### src/rtl/snake_pkg.sv
// Shared encodings for the snake game sequencer and graphics datapath.
package snake_pkg;

   typedef enum logic [1:0] {
      DIR_UP    = 2'b00,
      DIR_RIGHT = 2'b01,
      DIR_DOWN  = 2'b10,
      DIR_LEFT  = 2'b11
   } dir_e;

   typedef enum logic [1:0] {
      StIdle = 2'b00,
      StPlay = 2'b01,
      StStep = 2'b10,
      StOver = 2'b11
   } game_state_e;

   // Opposite directions differ only in the upper bit of the encoding.
   function automatic dir_e opposite(input dir_e d);
      return dir_e'(d ^ 2'b10);
   endfunction

endpackage

### src/rtl/snake_dir_latch.sv
// Button decode, no-reversal filter, pending direction and committed direction.
module snake_dir_latch
   import snake_pkg::*;
(
   input  logic clk,
   input  logic rst_n,
   input  logic up,
   input  logic down,
   input  logic left,
   input  logic right,
   input  logic track,    // accept filtered requests into pending
   input  logic start,    // load pending and dir unfiltered (game start)
   input  logic commit,   // copy pending into the committed dir
   output logic any_btn,
   output dir_e dir
);

   dir_e req_dir;
   dir_e pending;
   dir_e pending_next;

   // Priority decode: up > down > left > right.
   always_comb begin
      any_btn = up | down | left | right;
      req_dir = DIR_RIGHT;
      if (up)         req_dir = DIR_UP;
      else if (down)  req_dir = DIR_DOWN;
      else if (left)  req_dir = DIR_LEFT;
      else if (right) req_dir = DIR_RIGHT;
   end

   // Reversal is judged against the committed dir, so the last legal request wins.
   always_comb begin
      pending_next = pending;
      if (track && any_btn && (req_dir != opposite(dir))) pending_next = req_dir;
   end

   // Pending and committed direction registers.
   always_ff @(posedge clk or negedge rst_n) begin
      if (!rst_n) begin
         pending <= DIR_RIGHT;
         dir     <= DIR_RIGHT;
      end else if (start) begin
         pending <= req_dir;
         dir     <= req_dir;
      end else begin
         pending <= pending_next;
         if (commit) dir <= pending_next;
      end
   end

endmodule

### src/rtl/snake_game_ctrl.sv
// Snake game sequencer: frame pacing, move handshake, score and speed-up.
module snake_game_ctrl
   import snake_pkg::*;
#(
   parameter int unsigned FRAMES_PER_STEP = 8,
   parameter int unsigned MIN_FRAMES      = 2,
   parameter int unsigned SCORE_W         = 8
) (
   input  logic               clk,
   input  logic               rst_n,
   input  logic               up,
   input  logic               down,
   input  logic               left,
   input  logic               right,
   input  logic               frame_tick,
   input  logic               step_ack,
   input  logic               collision,
   input  logic               food_eaten,
   output logic               step_req,
   output logic [1:0]         dir,
   output logic               grow,
   output logic [1:0]         game_state,
   output logic [SCORE_W-1:0] score
);

   localparam int unsigned PW = $clog2(FRAMES_PER_STEP + 1);
   localparam logic [PW-1:0] PERIOD_INIT = PW'(FRAMES_PER_STEP);
   localparam logic [PW-1:0] PERIOD_MIN  = PW'(MIN_FRAMES);

   game_state_e        state;
   logic [PW-1:0]      period;
   logic [PW-1:0]      frame_cnt;
   logic [SCORE_W-1:0] score_r;
   logic               any_btn;
   logic               step_due;
   dir_e               dir_cur;

   // Last frame of the current period while playing.
   always_comb begin
      step_due = (state == StPlay) && frame_tick && (frame_cnt == period - PW'(1));
   end

   snake_dir_latch u_dir_latch (
      .clk     (clk),
      .rst_n   (rst_n),
      .up      (up),
      .down    (down),
      .left    (left),
      .right   (right),
      .track   ((state == StPlay) || (state == StStep)),
      .start   ((state == StIdle) && any_btn),
      .commit  (step_due),
      .any_btn (any_btn),
      .dir     (dir_cur)
   );

   // Game FSM with frame counter, speed and score; all outputs registered here.
   always_ff @(posedge clk or negedge rst_n) begin
      if (!rst_n) begin
         state     <= StIdle;
         step_req  <= 1'b0;
         grow      <= 1'b0;
         score_r   <= '0;
         period    <= PERIOD_INIT;
         frame_cnt <= '0;
      end else begin
         grow <= 1'b0;
         unique case (state)
            StIdle: begin
               score_r   <= '0;
               period    <= PERIOD_INIT;
               frame_cnt <= '0;
               step_req  <= 1'b0;
               if (any_btn) state <= StPlay;
            end
            StPlay: begin
               if (step_due) begin
                  frame_cnt <= '0;
                  step_req  <= 1'b1;
                  state     <= StStep;
               end else if (frame_tick) begin
                  frame_cnt <= frame_cnt + PW'(1);
               end
            end
            StStep: begin
               if (step_ack) begin
                  step_req <= 1'b0;
                  if (collision) begin
                     state <= StOver;
                  end else begin
                     state <= StPlay;
                     if (food_eaten) begin
                        grow    <= 1'b1;
                        score_r <= (&score_r) ? score_r : score_r + SCORE_W'(1);
                        period  <= (period > PERIOD_MIN) ? period - PW'(1) : PERIOD_MIN;
                     end
                  end
               end
            end
            StOver: begin
               step_req <= 1'b0;
               // Clear on the way out so IDLE never shows a stale score.
               if (!any_btn) begin
                  state     <= StIdle;
                  score_r   <= '0;
                  period    <= PERIOD_INIT;
                  frame_cnt <= '0;
               end
            end
            default: state <= StIdle;
         endcase
      end
   end

   assign dir        = dir_cur;
   assign game_state = state;
   assign score      = score_r;

endmodule

### config.mk
export PLATFORM = sky130hd
export DESIGN_NAME = snake_game_ctrl
export DESIGN_NICKNAME = d
export VERILOG_FILES = /design/src/rtl/snake_pkg.sv /design/src/rtl/snake_dir_latch.sv /design/src/rtl/snake_game_ctrl.sv
export SDC_FILE = /design/constraint.sdc
export NUM_CORES = 1
export LEC_CHECK = 0
export ABC_CLOCK_PERIOD_IN_PS = 1700
export BUFFER_PORTS_ARGS = -buffer_cell sky130_fd_sc_hd__buf_4
export CAP_MARGIN = 20
export CORE_UTILIZATION = 30
export CTS_CLUSTER_DIAMETER = 200
export DETAILED_ROUTE_END_ITERATION = 8
export GPL_ROUTABILITY_DRIVEN = 0
export PLACE_DENSITY = 0.54
export SLEW_MARGIN = 40
export SYNTH_ARGS = -nofsm -noshare
export SYNTH_HDL_FRONTEND = slang
export SYNTH_SLANG_ARGS = --single-unit
### constraint.sdc
create_clock -name clk -period 1.7 [get_ports clk]
set_input_delay 0.17 -clock clk [delete_from_list [all_inputs] [get_ports clk]]
set_output_delay 0.17 -clock clk [all_outputs]
set_load 0.05 [all_outputs]
# Word level (Yosys, flattened, before mapping)
# Index checks and enable logic that the tools add are counted.
# Widths: inputs -> output; s select.
[word_totals]
regBits = 24
mem_count = 0
output_inout_bits = 14
ramBits = 0
inputBits = 10
word_cells = 82
latch_bits = 0
mem_bits_ro = 0
[op_classes]
div_mod_pow = 0
order_cmp = 1
muxes = 36
n_reduce_logical = 17
n_eq_ne = 13
n_bitwise = 4
shifts = 0
mul = 0
addsub = 3
[op_table]
columns = ["cell", "count"]
rows = [
  ["$mux 8", 5],
  ["$mux 4", 8],
  ["$mux 2", 12],
  ["$pmux 4 s3", 2],
  ["$pmux 8 s3", 1],
  ["$ne 2x2->1 const B", 7],
  ["$add 8x1->8 const B", 1],
  ["$pmux 2 s4", 1],
  ["$reduce_and 8->1", 1],
  ["$mux 1", 6],
  ["$reduce_and 6->1", 1],
  ["$reduce_bool 3->1", 2],
  ["$logic_and 1x1->1", 5],
  ["$reduce_and 5->1", 1],
  ["$add 4x1->4 const B", 1],
  ["$eq 2x2->1 const B", 2],
  ["$eq 4x4->1", 1],
  ["$gt 4x2->1 const B", 1],
  ["$reduce_and 4->1", 1],
  ["$sub 4x1->4 const B", 1],
  ["$ne 3x3->1 const B", 1],
  ["$or 1x1->1", 3],
  ["$pmux 1 s3", 1],
  ["$reduce_and 3->1", 1],
  ["8 further kinds", 8],
]

# Logic depth before layout (Yosys ltp)
[logic_depth]
ltp_word = 8
ltp_mapped = 8
depth_no_buf = 7

# Cells and area by module
# Synthesis repeated with hierarchy kept, for this count alone.
[hier_totals]
hier_cells = 158
hier_area_um2 = 1473.9
[modules_own_cells]
columns = ["module", "area_per_inst_um2", "cells_each", "seq_area_each_um2", "instances"]
rows = [
  ["snake_game_ctrl", 1191.1, 130, 501.7, 1],
  ["snake_dir_latch", 282.8, 28, 102.6, 1],
]

# Worst setup path before layout
# OpenSTA, ideal clock, no wires.
[synth_path]
path_type = "register -> register"
from = "reg score_r[0] (netlist: score[0])"
to = "reg score_r[0] (netlist: score[0])"
slack_ns = -0.542
path_stages_with_launch = 7
arrival_ns = 2.165
setup_ns = 0.076
required_ns = 1.624
period_less_slack_ns = 2.242
path_buffers = 0
cell_sequence = "dfrtp_1 ha_1 nand2_1 nor3_1 or2_1 nand2_1 o21ai_1"
[synth_between]
elab_chain_len = 6
word_cells_on_any_way = 9
classes_between = "1 x add/sub; 1 x eq/ne; 5 x mux; 2 x reduce/logical"
[synth_rtl]
columns = ["item", "line", "text"]
rows = [
  ["start, declared", "snake_game_ctrl.sv:33", "logic [SCORE_W-1:0] score_r;"],
  ["start signal, assigned", "snake_game_ctrl.sv:94", "score_r <= (&score_r) ? score_r : score_r + SCORE_W'(1);"],
  ["$add 8x1->8", "snake_game_ctrl.sv:94", ""],
  ["$mux 8", "snake_game_ctrl.sv:94", ""],
  ["$mux 8", "snake_game_ctrl.sv:92", "if (food_eaten) begin"],
  ["$mux 8", "snake_game_ctrl.sv:88", "if (collision) begin"],
  ["$mux 8", "snake_game_ctrl.sv:86", "if (step_ack) begin"],
  ["$pmux 8 s3", "snake_game_ctrl.sv:68", "unique case (state)"],
]
# Parallel ways exist; a longest one is shown, timed or not. The select of a mux whose other input is x is not followed.
# A chain may end at the register's enable or synchronous reset.

# Worst setup path after layout
[layout_path]
from = "reg period[0]"
to = "reg state[0] (netlist: game_state[0])"
[layout_between]
elab_chain_len = 5
[layout_rtl]
columns = ["item", "line", "text"]
rows = [
  ["start, declared", "snake_game_ctrl.sv:31", "logic [PW-1:0] period;"],
  ["start signal, assigned", "snake_game_ctrl.sv:95", "period <= (period > PERIOD_MIN) ? period - PW'(1) : PERIOD_MIN;"],
  ["$sub 4x1->4", "snake_game_ctrl.sv:40", "step_due = (state == StPlay) && frame_tick && (frame_cnt == period - PW'(1));"],
  ["$eq 4x4->1", "snake_game_ctrl.sv:40", ""],
  ["$logic_and 1x1->1", "snake_game_ctrl.sv:40", ""],
  ["$ne 2x2->1 (no source line)", "n/a", ""],
  ["$reduce_and 4->1 (no source line)", "n/a", ""],
  ["end signal, assigned", "snake_game_ctrl.sv:60", "state <= StIdle;"],
  ["end signal, assigned", "snake_game_ctrl.sv:74", "if (any_btn) state <= StPlay;"],
  ["end signal, assigned", "snake_game_ctrl.sv:80", "state <= StStep;"],
  ["end, declared", "snake_game_ctrl.sv:30", "game_state_e state;"],
]
# Every way passes these cells.

==> flow_summary.html <==
<table>
<tr><th>Metric</th><th>Value</th></tr>
<tr><th colspan="2">Synthesis</th></tr>
<tr><td>Number of warnings reported in the yosys synthesis log</td><td>0</td></tr>
<tr><td>Largest area contributor in the netlist</td><td>sky130_fd_sc_hd__dfrtp_1</td></tr>
<tr><td>Fraction of post-synthesis cell area in the top cell type by area</td><td>36.02%</td></tr>
<tr><td>Cell types with the largest area share after synthesis</td><td>sky130_fd_sc_hd__dfrtp_1 (36%), sky130_fd_sc_hd__ha_1 (6.9%), sky130_fd_sc_hd__dfstp_2 (5.4%), sky130_fd_sc_hd__xnor2_1 (5.4%), sky130_fd_sc_hd__nand2_1 (4.1%)</td></tr>
<tr><td>Total nets after synthesis</td><td>169</td></tr>
<tr><td>Unique cell type count in the Yosys netlist</td><td>44</td></tr>
<tr><td>Sequential-to-total area share from yosys stat</td><td>41.42%</td></tr>
<tr><td>Number of standard cells after synthesis</td><td>151</td></tr>
<tr><td>Avg Synthesized Cell Area</td><td>9.662 µm²</td></tr>
<tr><td>Yosys reg bits</td><td>24</td></tr>
<tr><td>Synthesized area</td><td>1459 µm²</td></tr>
<tr><th colspan="2">Timing</th></tr>
<tr><td>Setup repair after global routing missed its margin</td><td>yes</td></tr>
<tr><td>Final Cycle Share</td><td>108.0%</td></tr>
<tr><td>Fin worst setup slack</td><td>-135.3 ps</td></tr>
<tr><td>Worst rel slew slack</td><td>75.72%</td></tr>
<tr><td>Top achievable clock speed</td><td>0.5449 GHz</td></tr>
<tr><td>Total of endpoints with negative setup slack in the final report</td><td>20</td></tr>
<tr><td>Smallest hold slack</td><td>208.3 ps</td></tr>
<tr><td>Worst-margin pin slew</td><td>363.2 ps</td></tr>
<tr><td>Final Critical Period</td><td>1835 ps</td></tr>
<tr><td>Number of hold-slack violations in the final timing report</td><td>0</td></tr>
<tr><td>Max-slew violation count</td><td>0</td></tr>
<tr><td>Worst-case clock skew</td><td>5.327 ps</td></tr>
<tr><th colspan="2">Drt</th></tr>
<tr><td>Final antenna-violating net count</td><td>0</td></tr>
<tr><td>Uppermost layer routed</td><td>met4</td></tr>
<tr><td>Total wire length</td><td>3828 µm</td></tr>
<tr><td>WL per Instance</td><td>14.28 µm</td></tr>
<tr><td>DR vias/cell</td><td>5.108</td></tr>
<tr><td>Remaining routing DRC violations</td><td>0</td></tr>
<tr><td>Routed metal-1 wire length</td><td>1670 µm</td></tr>
<tr><td>Drt pass-1 iters</td><td>4</td></tr>
<tr><td>Length of routed met2 wiring</td><td>2011 µm</td></tr>
<tr><td>Via Count</td><td>1369</td></tr>
<tr><td>First DRT Iteration DRCs</td><td>48</td></tr>
<tr><td>Met3 routed wirelength</td><td>106 µm</td></tr>
<tr><th colspan="2">Die</th></tr>
<tr><td>Horizontal die dimension</td><td>71.74 µm</td></tr>
<tr><td>Initial cell density of the core</td><td>31.09%</td></tr>
<tr><td>Core ar.</td><td>4692 µm²</td></tr>
<tr><td>Height of the die</td><td>71.74 µm</td></tr>
<tr><td>Number of rows in the core area</td><td>25</td></tr>
<tr><td>Floorplan die area</td><td>5146 µm²</td></tr>
<tr><td>Io pins</td><td>24</td></tr>
<tr><th colspan="2">Layout</th></tr>
<tr><td>Antenna diode count</td><td>0</td></tr>
<tr><td>Fraction of final layout cells with drive strength greater than 1</td><td>56.07%</td></tr>
<tr><td>Most frequent cells in the layout</td><td>sky130_fd_sc_hd__buf_4 (54), sky130_fd_sc_hd__nand2_1 (13), sky130_fd_sc_hd__dfrtp_1 (13), sky130_fd_sc_hd__nor2_1 (10), sky130_fd_sc_hd__dfrtp_2 (8)</td></tr>
<tr><td>Area Growth Syn to Fin</td><td>59.18%</td></tr>
<tr><td>Fill cell count</td><td>421</td></tr>
<tr><td>Most common cell after layout, fill and taps aside</td><td>sky130_fd_sc_hd__buf_4</td></tr>
<tr><td>Final layout net count</td><td>233</td></tr>
<tr><th colspan="2">Power and ir drop</th></tr>
<tr><td>Psw</td><td>1.824 mW</td></tr>
<tr><td>Int Pwr</td><td>2.527 mW</td></tr>
<tr><td>Switching share of power</td><td>41.92%</td></tr>
<tr><td>Highest ir drop seen on vdd</td><td>0.0009346 V</td></tr>
<tr><td>PwrDens</td><td>1874 nW/µm²</td></tr>
<tr><td>Total power</td><td>4.352 mW</td></tr>
<tr><td>Clock network fraction of total power</td><td>9.0%</td></tr>
<tr><td>Logic gate share of total power</td><td>70.1%</td></tr>
<tr><td>Leakage</td><td>1.010 nW</td></tr>
<tr><td>Part of the total power dissipated in sequential elements</td><td>20.9%</td></tr>
<tr><th colspan="2">Global routing</th></tr>
<tr><td>Largest net degree at the start of global routing</td><td>25</td></tr>
<tr><td>Total routing resource utilization after global routing</td><td>16.27%</td></tr>
<tr><td>Total gr overflow</td><td>0</td></tr>
<tr><td>Via count of the first global-routing pass</td><td>1436</td></tr>
<tr><td>Wire length of the first global-routing pass</td><td>6617 µm</td></tr>
<tr><td>Initial antenna violation count</td><td>0</td></tr>
<tr><th colspan="2">Clock tree</th></tr>
<tr><td>Clock-pin transition on the worst setup and hold timing paths</td><td>90 ps</td></tr>
<tr><td>CTS H-Tree Depth</td><td>1</td></tr>
<tr><td>Skew-Pair Late Insertion Delay</td><td>270 ps</td></tr>
<tr><td>Worst-case clock buffer depth</td><td>2</td></tr>
<tr><td>Number of clock sinks</td><td>24</td></tr>
<tr><td>TritonCTS clock tree</td><td>built</td></tr>
<tr><td>CTS Buf Count</td><td>3</td></tr>
<tr><td>Root Buffer Master</td><td>sky130_fd_sc_hd__clkbuf_8</td></tr>
<tr><th colspan="2">Setup path</th></tr>
<tr><td>Worst EP required</td><td>1850 ps</td></tr>
<tr><td>Kind of critical path</td><td>flip-flop to flip-flop</td></tr>
<tr><td>Cell breakdown of the critical path</td><td>inv_2, ha_4, xor2_1, nand4_1, o31a_1, o32a_1</td></tr>
<tr><td>Standard cell with the maximum stage delay on the critical path</td><td>sky130_fd_sc_hd__o31a_1</td></tr>
<tr><td>CP max stage delay</td><td>400 ps</td></tr>
<tr><td>Crit. End Element</td><td>flip-flop</td></tr>
<tr><td>Arr. time, crit path</td><td>1990 ps</td></tr>
<tr><td>CP max FO</td><td>4</td></tr>
<tr><td>Family of cells with the greatest summed delay on the critical path</td><td>compound AO/OA/AOI/OAI gates</td></tr>
<tr><td>Startpoint type of the worst setup path</td><td>flip-flop</td></tr>
<tr><td>Source of the worst register-to-register timing path</td><td>period[0]</td></tr>
<tr><td>Buffers and inverters on the worst path</td><td>1</td></tr>
<tr><td>Critical path startpoint</td><td>period[0]</td></tr>
<tr><th colspan="2">Run</th></tr>
<tr><td>Max-cap viol count</td><td>0</td></tr>
<tr><th colspan="2">Hold path</th></tr>
<tr><td>Source of the worst hold timing path</td><td>food_eaten</td></tr>
<tr><td>Class of the worst hold path</td><td>input port to flip-flop</td></tr>
<tr><th colspan="2">Placed design</th></tr>
<tr><td>Detailed placer's ending HPWL</td><td>2778 µm</td></tr>
<tr><td>I/O Buffers</td><td>23</td></tr>
<tr><th colspan="2">Outcome</th></tr>
<tr><td>Violations in the final reports</td><td>negative setup slack</td></tr>
<tr><td>Result of the run</td><td>finished with violations</td></tr>
</table>
-- cells in the mapped netlist, drive strengths merged --
master / n
dfrtp: 21
o21ai: 8
nor4b: 1
nor3b: 2
or2: 1
nand3b: 2
nand4b: 1
nor2b: 1
clkbuf: 3
nand4: 2
a221o: 1
nand3: 5
nand2: 16
o22ai: 1
o32a: 1
o22a: 1
buf: 2
a21oi: 4
xor2: 2
mux2i: 3
xnor2: 9
o41ai: 2
mux2: 2
nor4: 3
nor3: 6
a41o: 1
o32ai: 1
o31a: 2
a221oi: 1
a211oi: 2
inv: 12
nor2: 12
a311oi: 1
nand2b: 4
or4: 1
o2bb2ai: 2
o31ai: 1
dfstp: 3
ha: 8
-- worst reg2reg max path, delay by kind of cell (launching register included) --
| family | cells | cell delay, ps |
|---|---|---|
| xor gates and xnor gates | 1 | 140 |
| DFF | 1 | 370 |
| AOI/OAI and AO/OA | 2 | 700 |
| buffers and inverters | 1 | 60 |
| adders and majority gates | 1 | 270 |
| and+or+nand+nor | 1 | 190 |
-- sequential cells by signal (all words and copies together), names as in the netlist --
name,count
score,8
frame_cnt,4
period,4
game_state,2
u_dir_latch.dir,2
u_dir_latch.pending,2
grow,1
step_req,1
-- path summary, 6_finish.rpt --
kind	cells after the start	slack [ps]	endpoint
worst min-delay path	3	210	grow
worst max-delay path	6	-140	game_state[0]
min in group asynchronous	2	350	grow
worst min register to register	2	500	period[3]
max in group asynchronous	2	1060	period[3]
worst max register to register	6	-140	game_state[0]
-- power by group through the flow --
stage	Clock, mW	Combinational, mW	Sequential (mW)
2_1_floorplan	0	1.22	1.11
3_3_place_gp	0	2.13	0.907
3_5_place_dp	0	2.18	0.915
4_1_cts	0.407	2.62	0.907
5_1_grt	0.420	3.29	0.933
6_report	0.392	3.05	0.910
-- layout make-up --
type                    instances  area (µm²)  share of cell area (%)
well taps                      54       67.56                   2.909
flip-flops and latches         24       614.3                   26.45
clock buffers                   4       55.05                   2.371
multi-input cells             110       999.7                   43.05
repair buffers                 64       538.0                   23.17
inverters                      12       47.55                   2.047
-- routing by layer --
metal,track usage (%),vias up
met1,20.67,675
met3,2.391,4
met4,5.664,0
met2,28.20,26
met5,0,-
li1,-,664
-- logic make-up after synthesis --
group	after synthesis	synth area share, %
flip-flops	24	41.42
buffers and inverters	17	4.974
adder cells (fa/ha/maj)	8	6.861
AND/OR/NAND/NOR	57	21.95
XOR/XNOR	11	6.604
multiplexers	5	3.602
AO/OA/AOI/OAI	29	14.58
-- through the flow --
step                cell area [µm²]  utilization [%]  setup TNS, ps  std cells  setup slack (ps)
detailed placement             1948            41.52          -3931        249            -304.6
global route                   2322            49.49          -3142        268            -221.3
CTS                            2190            46.67         -559.1        263            -89.28
finish                         2322            49.49          -1417        268            -135.3
floorplan                      1551                -          -1961        151            -173.0
global placement               1948            41.52          -3095        249            -267.2
-- what timing repair did --
action / in CTS / in global routing
gates cloned: 0 / 0
pin swaps: 10 / 12
resized for setup: 24 / 17
buffers inserted: 9 / 5
endpoints found under the hold margin: 21 / 0
setup endpoints to repair: 19 / 22
hold buffers: 1 / 0
Power figures use the tool's default switching activity.
